### src/rtl/div_seq.sv
// Sequential signed 32-bit divider: 32-cycle restoring shift/subtract on magnitudes,
// with a sign-fixup cycle that writes remainder to hi and quotient to lo.
module div_seq #(
    parameter int WIDTH = 32
) (
    input  logic             clk,
    input  logic             reset,
    input  logic             start,
    input  logic [WIDTH-1:0] a,
    input  logic [WIDTH-1:0] b,
    output logic [WIDTH-1:0] hi,
    output logic [WIDTH-1:0] lo,
    output logic             busy,
    output logic             done,
    output logic             div_zero
);

    typedef enum logic [1:0] {
        IDLE = 2'd0,
        CALC = 2'd1,
        FIX  = 2'd2
    } state_t;

    state_t state, state_nxt;

    logic [WIDTH-1:0] dvs;
    logic [WIDTH-1:0] quot;
    logic [WIDTH-1:0] rem;
    logic             sign_q;
    logic             sign_r;
    logic [5:0]       cnt;
    logic [WIDTH:0]   trial;
    logic             load;
    logic             step;
    logic             finish;
    logic             zero_hit;

    // Two's-complement magnitude; the most negative value maps onto itself,
    // which is exact when read back as unsigned.
    function automatic logic [WIDTH-1:0] magnitude(input logic signed [WIDTH-1:0] x);
        return x[WIDTH-1] ? -x : x;
    endfunction

    function automatic logic [WIDTH-1:0] apply_sign(input logic [WIDTH-1:0] x, input logic neg);
        return neg ? -x : x;
    endfunction

    always_ff @(posedge clk or negedge reset) begin
        if (!reset) begin
            state <= IDLE;
        end else begin
            state <= state_nxt;
        end
    end

    always_comb begin
        state_nxt = state;
        load      = 1'b0;
        step      = 1'b0;
        finish    = 1'b0;
        zero_hit  = 1'b0;
        case (state)
            IDLE: begin
                if (start) begin
                    if (b == '0) begin
                        zero_hit = 1'b1;
                    end else begin
                        load      = 1'b1;
                        state_nxt = CALC;
                    end
                end
            end
            CALC: begin
                step = 1'b1;
                if (cnt == 6'(WIDTH - 1)) begin
                    state_nxt = FIX;
                end
            end
            FIX: begin
                finish    = 1'b1;
                state_nxt = IDLE;
            end
            default: state_nxt = IDLE;
        endcase
    end

    assign busy = (state != IDLE);

    // Shifted remainder carries the next dividend bit; the 33rd bit of the
    // difference is the borrow that decides restore vs. keep.
    assign trial = {rem, quot[WIDTH-1]} - {1'b0, dvs};

    always_ff @(posedge clk or negedge reset) begin
        if (!reset) begin
            dvs      <= '0;
            quot     <= '0;
            rem      <= '0;
            sign_q   <= 1'b0;
            sign_r   <= 1'b0;
            cnt      <= '0;
            hi       <= '0;
            lo       <= '0;
            done     <= 1'b0;
            div_zero <= 1'b0;
        end else begin
            done     <= finish;
            div_zero <= zero_hit;
            if (load) begin
                quot   <= magnitude(a);
                dvs    <= magnitude(b);
                sign_q <= a[WIDTH-1] ^ b[WIDTH-1];
                sign_r <= a[WIDTH-1];
                rem    <= '0;
                cnt    <= '0;
            end
            if (step) begin
                if (!trial[WIDTH]) begin
                    rem  <= trial[WIDTH-1:0];
                    quot <= {quot[WIDTH-2:0], 1'b1};
                end else begin
                    rem  <= {rem[WIDTH-2:0], quot[WIDTH-1]};
                    quot <= {quot[WIDTH-2:0], 1'b0};
                end
                cnt <= cnt + 6'd1;
            end
            if (finish) begin
                lo <= apply_sign(quot, sign_q);
                hi <= apply_sign(rem, sign_r);
            end
        end
    end

endmodule

### config.mk
export PLATFORM = sky130hd
export DESIGN_NAME = div_seq
export DESIGN_NICKNAME = d
export VERILOG_FILES = /design/src/rtl/div_seq.sv
export SDC_FILE = /design/constraint.sdc
export NUM_CORES = 1
export LEC_CHECK = 0
export CORE_MARGIN = 1
export CORE_UTILIZATION = 50
export DETAILED_ROUTE_END_ITERATION = 8
export PLACE_DENSITY = 0.76
export SETUP_SLACK_MARGIN = 0.4
export SLEW_MARGIN = 25
export SYNTH_ARGS = -nofsm -noshare
export SYNTH_HDL_FRONTEND = slang
export SYNTH_SLANG_ARGS = --single-unit
export TNS_END_PERCENT = 30
### constraint.sdc
create_clock -name clk -period 3.35 [get_ports clk]
set_input_delay 0.67 -clock clk [delete_from_list [all_inputs] [get_ports clk]]
set_output_delay 0.67 -clock clk [all_outputs]
set_load 0.05 [all_outputs]
==> out/metrics.csv, run 1 <==
metric;value;unit
# rows;53;
final instance area;14200;um2
type of the worst setup path;reg2reg;
initial antenna violation count;0;
Most used DFF post-synth;dfrtp_1;
via count;9910;
Seq pwr share;28.0;%
Total GRT Usage;27.0;%
IO Port Bufs;133;
Synth Net Count;1359;
first-pass GRT wire length;47.7;mm
die height;150;um
Comb power frac;56.3;%
Clock Sinks;172;
register area;4310;um2
Multi-input gate area;6490;um2
power per cell area;904;nW/um2
hpwl dp;21.9;mm
Final ANT Viol Nets;0;
FILL cells;1698;
cell area after synthesis;11000;um2
Residual DRC;0;
Initial Utilization;51.6;%
gp weighted congestion;0.878;
max-cap viol count;0;
final setup vio count;0;
layout cells sized above 1;13.0;%
Mapped Cells;1254;
f_max;0.312;GHz
RSZ-0062 raised after global routing;true;
Routed WL;29.6;mm
Final Cycle Share;95.8;%
Slew Viols, Final;0;
Crit path required time;3.64;ns
max_slew headroom;33.4;%
Reg-to-Reg Start;dvs[0];
syn_area_per_cell;8.76;um2
clk buf depth;2;
vias in the first global route;9164;
crit start category;flop;
VDD IR max;0.000546;V
internal power;7.17;mW
Layout Nets;1534;
Clk pwr share;15.7;%
synthesis-to-layout area growth;28.9;%
Worst Setup SP;dvs[0];
status;completed;
worst setup margin;0.140;ns
Placeable Area;21300;um2
synth top area cells;dfrtp_1, xor2_1, o21ai_0, nand2_1, ha_1;
Critical Path End Type;flop;
P_leak;6.08;nW
largest net degree at the start of global routing;130;
DP Worst Slack;-0.208;ns
Synth Register Bits;172;
Synth area leader;dfrtp_1;
Setup Skew;0.00907;ns
Net Switching;5.64;mW
DR vias/cell;5.77;
First-pass DRT Iterations;5;
# IOs;134;
minimum clock period;3.21;ns
sequential share of the synthesized area;39.2;%
WL/cell;17.3;um
ant diodes;0;
number of synthesized flops with an enable pin;0;
hold_buf cts;0;
Final Hold Vio Count;0;
CP Max Fanout;7;
yosys warns;0;
Arrival @ worst endpoint;3.50;ns
CTS tree;built;
Worst-Skew Late Latency;0.44;ns
die area;22600;um2
measured slew at the worst slew-check pin;0.999;ns
Sw Ratio;44.0;%
HP Class;in2async;
fraction of registers with async set/reset;100;%
CTS H-tree lvls;4;
Die X;150;um
Cell variety after synth;61;
Congestion Overflow GR;0;
CTS Root Cell;clkbuf_16;
area of placed instances;13100;um2
DR iter-0 viols;887;
post-synth top area share;39.2;%
clk slew on worst S/H paths;0.07;ns
Inserted Clock Buffers;17;
-- layout make-up --
type	instances	share of cell area [%]
clock buffers	17	3.00
repair buffers	226	15.6
multi-input cells	958	45.9
well taps	275	2.43
clock inverters	15	1.28
inverters	54	1.43
flip-flops and latches	172	30.4
-- cell usage in the layout, fill, tap and decap left out, drive strengths merged, types with 4 or more instances in the layout --
cell type	n
clkinv	8
a21o	7
inv	59
o211ai	4
or4	17
o21ai	162
o221ai	5
a22oi	9
o31ai	43
xnor2	48
o41ai	18
mux2i	25
nor3	17
a31oi	7
ha	37
nor2b	5
nor4	9
nand4	7
o21a	5
clkdlybuf4s50	132
a221o	26
nand2	149
nor2	75
o21bai	4
nand3	40
or3	28
clkbuf	18
a21oi	56
buf	93
nand2b	12
a32oi	5
xor2	97
or2	7
dfrtp	172
nand3b	4
-- through the flow --
stage          util (%)  hold slack (ns)  std cells  power [mW]  setup TNS (ns)
2_1_floorplan         -            0.374       1254        7.75               0
3_3_place_gp       61.6            0.463       1668        9.49           -1.00
3_5_place_dp       61.6            0.470       1668        9.66           -4.24
4_1_cts            65.6            0.261       1713        12.3               0
5_1_grt            66.5            0.265       1717        13.6               0
6_report           66.5            0.224       1717        12.8               0
-- cells by family (layout without fill, tap and decap cells) --
kind of cell	Yosys count	count (layout)	share of synthesized area, %
buffers and inverters	125	312	4.35
and+or+nand+nor	378	378	16.5
AOI/OAI and AO/OA	371	372	21.7
DFF	172	172	39.2
muxes	25	25	2.28
xor gates and xnor gates	145	145	11.6
adders and majority gates	38	38	4.40
-- timing repair --
| action | CTS | global route |
|---|---|---|
| setup buffers | 11 | 2 |
| gates cloned | 2 | 1 |
| gates resized for setup | 29 | 40 |
| endpoints found under the setup margin | 74 | 87 |
| pin swaps | 9 | 9 |
-- final timing paths --
path / endpoint / slack, ns / cells past startpoint
max: rem[28] / 0.14 / 16
min: dvs[7] / 0.22 / 1
max reg2reg: rem[28] / 0.14 / 16
min reg2reg: lo[4] / 0.48 / 2
max in group asynchronous: hi[2] / 2.32 / 2
min in group clk: lo[4] / 0.48 / 2
-- Yosys cell counts, types with 3 or more instances --
cell type  instances
o21ai_1            5
nand2b_1          12
a22oi_1            9
mux2i_1           25
and2_1             3
o21a_1             5
nand4_1            7
o21ai_0          157
buf_1              9
nor2_1            75
nand3b_1           4
a21boi_0           3
xnor2_1           48
nor2b_1            5
nor3_1            17
or2_1              3
nand2_1          149
nand3_1           40
ha_1              37
o21bai_1           4
or3_1             27
a21o_1             7
o211ai_1           4
o31ai_1           40
or4_4              5
inv_1             54
o221ai_1           4
o41ai_1           16
a32oi_1            5
a221o_1           26
a211oi_1           3
a21oi_1           56
dfrtp_1          172
buf_2              7
a211o_1            3
nor4_1             7
or4_1             12
xor2_1            97
a31oi_1            7
clkbuf_1          55
or2_2              4
-- sequential cells by signal (all words and copies together), names as in the netlist --
register	flops
rem	32
quot	32
dvs	32
cnt	6
hi	32
done	1
lo	32
sign_r	1
div_zero	1
state	2
sign_q	1
-- power groups by stage --
stage / registers (mW) / logic (mW) / clock network, mW
after detailed placement: 3.57 / 6.09 / 0
after CTS: 3.54 / 6.72 / 2.03
after floorplan: 3.25 / 4.49 / 0
after global routing: 3.65 / 7.85 / 2.12
after global placement: 3.54 / 5.96 / 0
final: 3.59 / 7.21 / 2.00
-- metal layers --
metal	global-route usage (%)	vias up	part of all wire (%)
met5	0	-	0
met4	5.91	0	1.3
met3	5.79	34	7.7
met2	39.7	362	43
met1	40.4	4655	48
li1	-	4859	-
-- worst max-delay path, cell delays in order (launching register included) --
cell      delay [ns]
dfrtp_1         0.44
ha_2            0.21
fa_2            0.34
nand2b_4        0.16
a21oi_4         0.19
nor4b_4         0.07
o31ai_2         0.18
buf_4           0.18
a211oi_4        0.07
o211ai_1        0.22
buf_4           0.16
o221ai_4        0.09
buf_12          0.18
buf_12          0.14
buf_6           0.11
a32oi_2         0.20
o31ai_1         0.10
Power figures use the tool's default switching activity.
==> run 2: changes to the inputs <==
--- a/config.mk
+++ b/config.mk
@@ -10,6 +10,7 @@
 export DETAILED_ROUTE_END_ITERATION = 8
 export PLACE_DENSITY = 0.76
 export SETUP_SLACK_MARGIN = 0.4
+export SKIP_CTS_REPAIR_TIMING = 1
 export SLEW_MARGIN = 25
 export SYNTH_ARGS = -nofsm -noshare
 export SYNTH_HDL_FRONTEND = slang
==> out/metrics.csv, run 2 (same netlist as run 1, synthesis figures left out) <==
metric;value;unit
DR vias/cell;5.76;
Slew Viols, Final;0;
Clock Sinks;172;
Placed Cells;1668;
clk slew on worst S/H paths;0.07;ns
CTS tree;built;
Min Hold Slack;0.220;ns
Final Cycle Share;96.8;%
end-of-flow core utilization;65.7;%
HP Class;in2async;
Die X;150;um
commonest non-fill, non-tap cells in the layout;dfrtp_1, o21ai_0, nand2_1;
crit start category;flop;
minimum clock period;3.24;ns
clk buf depth;2;
# rows;53;
max_slew headroom;36.5;%
setup TNS;0;ns
# IOs;134;
CTS H-tree lvls;4;
largest net degree at the start of global routing;130;
ant diodes;0;
Post-Layout Cell Count;1707;
Routed WL;29.6;mm
final setup vio count;0;
IO Port Bufs;133;
first-pass GRT wire length;46.9;mm
Placeable Area;21300;um2
Inserted Clock Buffers;17;
hpwl dp;21.9;mm
FILL cells;1723;
Layout Nets;1524;
die area;22600;um2
Worst-Skew Late Latency;0.44;ns
Total GRT Usage;26.5;%
Final Hold Vio Count;0;
Setup Skew;0.00982;ns
CTS Root Cell;clkbuf_16;
f_max;0.308;GHz
measured slew at the worst slew-check pin;0.953;ns
RSZ-0062 raised after global routing;true;
via count;9829;
VDD IR max;0.000465;V
Initial Utilization;51.6;%
Final ANT Viol Nets;0;
WL/cell;17.3;um
Arrival @ worst endpoint;3.51;ns
most common library cell in the layout ignoring fill and taps;dfrtp_1;
max-cap viol count;0;
synthesis-to-layout area growth;27.3;%
layout cells sized above 1;11.7;%
P_leak;6.00;nW
initial antenna violation count;0;
DR iter-0 viols;874;
type of the worst setup path;reg2reg;
Congestion Overflow GR;0;
gp weighted congestion;0.878;
CP Max Fanout;9;
power per cell area;881;nW/um2
vias in the first global route;9045;
Critical Path End Type;flop;
die height;150;um
Crit path required time;3.62;ns
status;completed;
First-pass DRT Iterations;5;
Residual DRC;0;
## run 2: cell count changes in the layout (fill, tap and decap cells not counted), moves of 2 or more
| cell | before | now |
|---|---|---|
| buf_6 | 6 | 2 |
| o21ai_1 | 19 | 7 |
| buf_8 | 3 | 0 |
| nand3_1 | 38 | 40 |
| clkbuf_16 | 18 | 20 |
| o21ai_0 | 142 | 155 |
| buf_4 | 75 | 72 |
| nand3_2 | 2 | 0 |
## run 2: critical path, stage by stage (launching register included)
cell	delay (ns)
dfrtp_1	0.44
ha_2	0.21
fa_2	0.34
nand2b_4	0.16
a21oi_4	0.19
nor4b_4	0.08
o31ai_2	0.18
buf_4	0.17
a21oi_1	0.07
a211o_2	0.36
o221ai_4	0.24
buf_12	0.18
buf_12	0.12
mux2i_1	0.21
o21ai_0	0.12
## run 2: layout make-up
class | count | area [um2] | share of cell area, %
Multi-Input combinational cell | 958 | 6430 | 46.0
Sequential cell | 172 | 4310 | 30.8
Tap cell | 275 | 344 | 2.46
Inverter | 54 | 203 | 1.45
Clock inverter | 15 | 181 | 1.30
Clock buffer | 17 | 425 | 3.04
Timing Repair Buffer | 216 | 2100 | 15.0
## run 2: metrics by stage
stage / power [mW] / worst slack (ns) / area, um2
after floorplan: 7.75 / 0.367 / 11100
after global placement: 9.49 / -0.180 / 13100
after detailed placement: 9.66 / -0.208 / 13100
after CTS: 11.7 / -0.0160 / 13700
after global routing: 13.1 / 0.0363 / 14000
final: 12.3 / 0.106 / 14000
## run 2: report_power, final
part           switching (mW)  leakage [nW]  internal [mW]
combinational            3.61          3.69           3.11
clock                   0.942         0.290           1.06
sequential              0.922          2.02           2.67
total                    5.47          6.00           6.84
## run 2: layer usage
| metal | up-vias | GRT usage (%) | wire [um] |
|---|---|---|---|
| met2 | 320 | 38.7 | 12800 |
| met4 | 0 | 5.56 | 318 |
| met1 | 4641 | 40.1 | 14300 |
| li1 | 4837 | - | - |
| met3 | 31 | 5.39 | 2180 |
| met5 | - | 0 | 0 |
## run 2: worst paths after layout
| check | cells past startpoint | start | end | slack (ns) |
|---|---|---|---|---|
| setup / recovery | 14 | dvs[0] | rem[22] | 0.11 |
| hold / removal | 1 | reset | dvs[7] | 0.22 |
| setup reg to reg | 14 | dvs[0] | rem[22] | 0.11 |
| hold reg to reg | 2 | lo[4] | lo[4] | 0.48 |
| max in group asynchronous | 2 | reset | hi[2] | 2.30 |
| min in group clk | 2 | lo[4] | lo[4] | 0.48 |
==> run 3: changes to the inputs <==
--- a/config.mk
+++ b/config.mk
@@ -11,7 +11,7 @@
 export PLACE_DENSITY = 0.76
 export SETUP_SLACK_MARGIN = 0.4
 export SKIP_CTS_REPAIR_TIMING = 1
-export SLEW_MARGIN = 25
+export SLEW_MARGIN = 10
 export SYNTH_ARGS = -nofsm -noshare
 export SYNTH_HDL_FRONTEND = slang
 export SYNTH_SLANG_ARGS = --single-unit
==> out/metrics.csv, run 3 (same netlist as run 1, synthesis figures left out) <==
metric;value;unit
CTS H-tree lvls;4;
Reg-to-Reg Start;dvs[0];
status;completed;
register area;4310;um2
# IOs;134;
end-of-flow core utilization;65.9;%
GR Util met2;38.7;%
FF-to-FF path depth;16;
Slew Viols, Final;0;
minimum clock period;3.20;ns
busiest grt layer;met1;
Final Hold Vio Count;0;
Worst Setup SP;dvs[0];
ant diodes;0;
Top cell by count, worst path;buf_4;
Total GRT Usage;26.5;%
RR Endpoint;rem[28];
Residual DRC;0;
Layout Nets;1526;
P_leak;6.00;nW
area of placed instances;13100;um2
setup TNS;0;ns
worst-path cell chain;ha_2 > fa_2 > nand2b_4 > a21oi_4 > nor4b_4 > o31ai_2 > buf_4 > a211oi_4 > o211ai_1 > buf_4 > o221ai_4 > buf_12 > buf_12 > buf_4 > a32oi_2 > o31ai_1;
Critical Path End Type;flop;
Crit path required time;3.64;ns
Final Cycle Share;95.4;%
reg2reg setup slack;0.15;ns
via count;9932;
Worst-Skew Late Latency;0.44;ns
CTS Root Cell;clkbuf_16;
First-pass DRT Iterations;8;
crit start category;flop;
clk buf depth;2;
largest net degree at the start of global routing;130;
max_slew headroom;27.9;%
final instance area;14000;um2
CTS tree;built;
Slowest Stage Delay on Critical Path;0.44;ns
Final ANT Viol Nets;0;
Placeable Area;21300;um2
Arrival @ worst endpoint;3.49;ns
hpwl dp;21.9;mm
vias in the first global route;9045;
gp weighted congestion;0.878;
Routed WL;29.6;mm
VDD IR max;0.000455;V
most common library cell in the layout ignoring fill and taps;dfrtp_1;
RSZ-0062 raised after global routing;true;
Die X;150;um
layout cells sized above 1;12.3;%
type of the worst setup path;reg2reg;
DR vias/cell;5.81;
Inserted Clock Buffers;17;
WL/cell;17.3;um
Multi-input gate area;6460;um2
die height;150;um
# rows;53;
die area;22600;um2
first-pass GRT wire length;46.9;mm
IO Port Bufs;133;
f_max;0.313;GHz
initial antenna violation count;0;
CP Max Fanout;9;
measured slew at the worst slew-check pin;1.08;ns
FILL cells;1717;
HP Class;in2async;
GRT met3 Usage;5.39;%
DR iter-0 viols;794;
max-cap viol count;0;
clk slew on worst S/H paths;0.07;ns
commonest non-fill, non-tap cells in the layout;dfrtp_1, o21ai_0, nand2_1;
power per cell area;885;nW/um2
CP max-delay cell;dfrtp_1;
Clock Sinks;172;
final setup vio count;0;
Congestion Overflow GR;0;
Worst Setup EP;rem[28];
met1 usage;40.1;%
synthesis-to-layout area growth;27.6;%
Initial Utilization;51.6;%
Setup Skew;0.00899;ns
-- run 3: layer usage --
| layer | vias to the layer above | wire [um] |
|---|---|---|
| met2 | 348 | 12800 |
| met4 | 0 | 349 |
| met3 | 33 | 2350 |
| li1 | 4849 | - |
| met5 | - | 0 |
| met1 | 4702 | 14100 |
-- run 3: worst min-delay path by stage --
stage,start,to,slack (ns),cells after the start
after floorplan,reset,cnt[0],0.37,0
after global placement,dvs[22],dvs[22],0.46,2
after detailed placement,lo[4],lo[4],0.47,2
after CTS,reset,dvs[7],0.26,1
after global routing,reset,dvs[7],0.27,1
final,reset,dvs[7],0.22,1
-- run 3: layout make-up --
class                   instances  area share [%]
clock inverters                15            1.29
multi-input cells             958            46.1
well taps                     275            2.45
inverters                      54            1.45
repair buffers                218            15.0
flip-flops and latches        172            30.7
clock buffers                  17            3.03
-- run 3: report_power, final --
| part | switching [mW] | total (mW) | leakage (nW) | internal, mW |
|---|---|---|---|---|
| sequential | 0.923 | 3.59 | 2.02 | 2.67 |
| clock | 0.944 | 2.01 | 0.290 | 1.06 |
| combinational | 3.63 | 6.80 | 3.69 | 3.17 |
| total | 5.49 | 12.4 | 6.00 | 6.91 |
-- run 3: per-stage QoR --
step,instances,setup slack [ns],hold slack (ns),power [mW]
final,1709,0.153,0.217,12.4
after detailed placement,1668,-0.208,0.470,9.66
after global routing,1709,0.0171,0.273,13.2
after CTS,1700,-0.0160,0.261,11.7
after global placement,1668,-0.180,0.463,9.49
after floorplan,1254,0.367,0.374,7.75
-- run 3: worst max-delay path, delay by kind of cell (launching register included) --
kind / cells / cell delay (ns)
compound gates: 7 / 1.05
flops: 1 / 0.44
buf+inv: 5 / 0.78
simple gates: 2 / 0.24
fa+ha+maj: 2 / 0.55
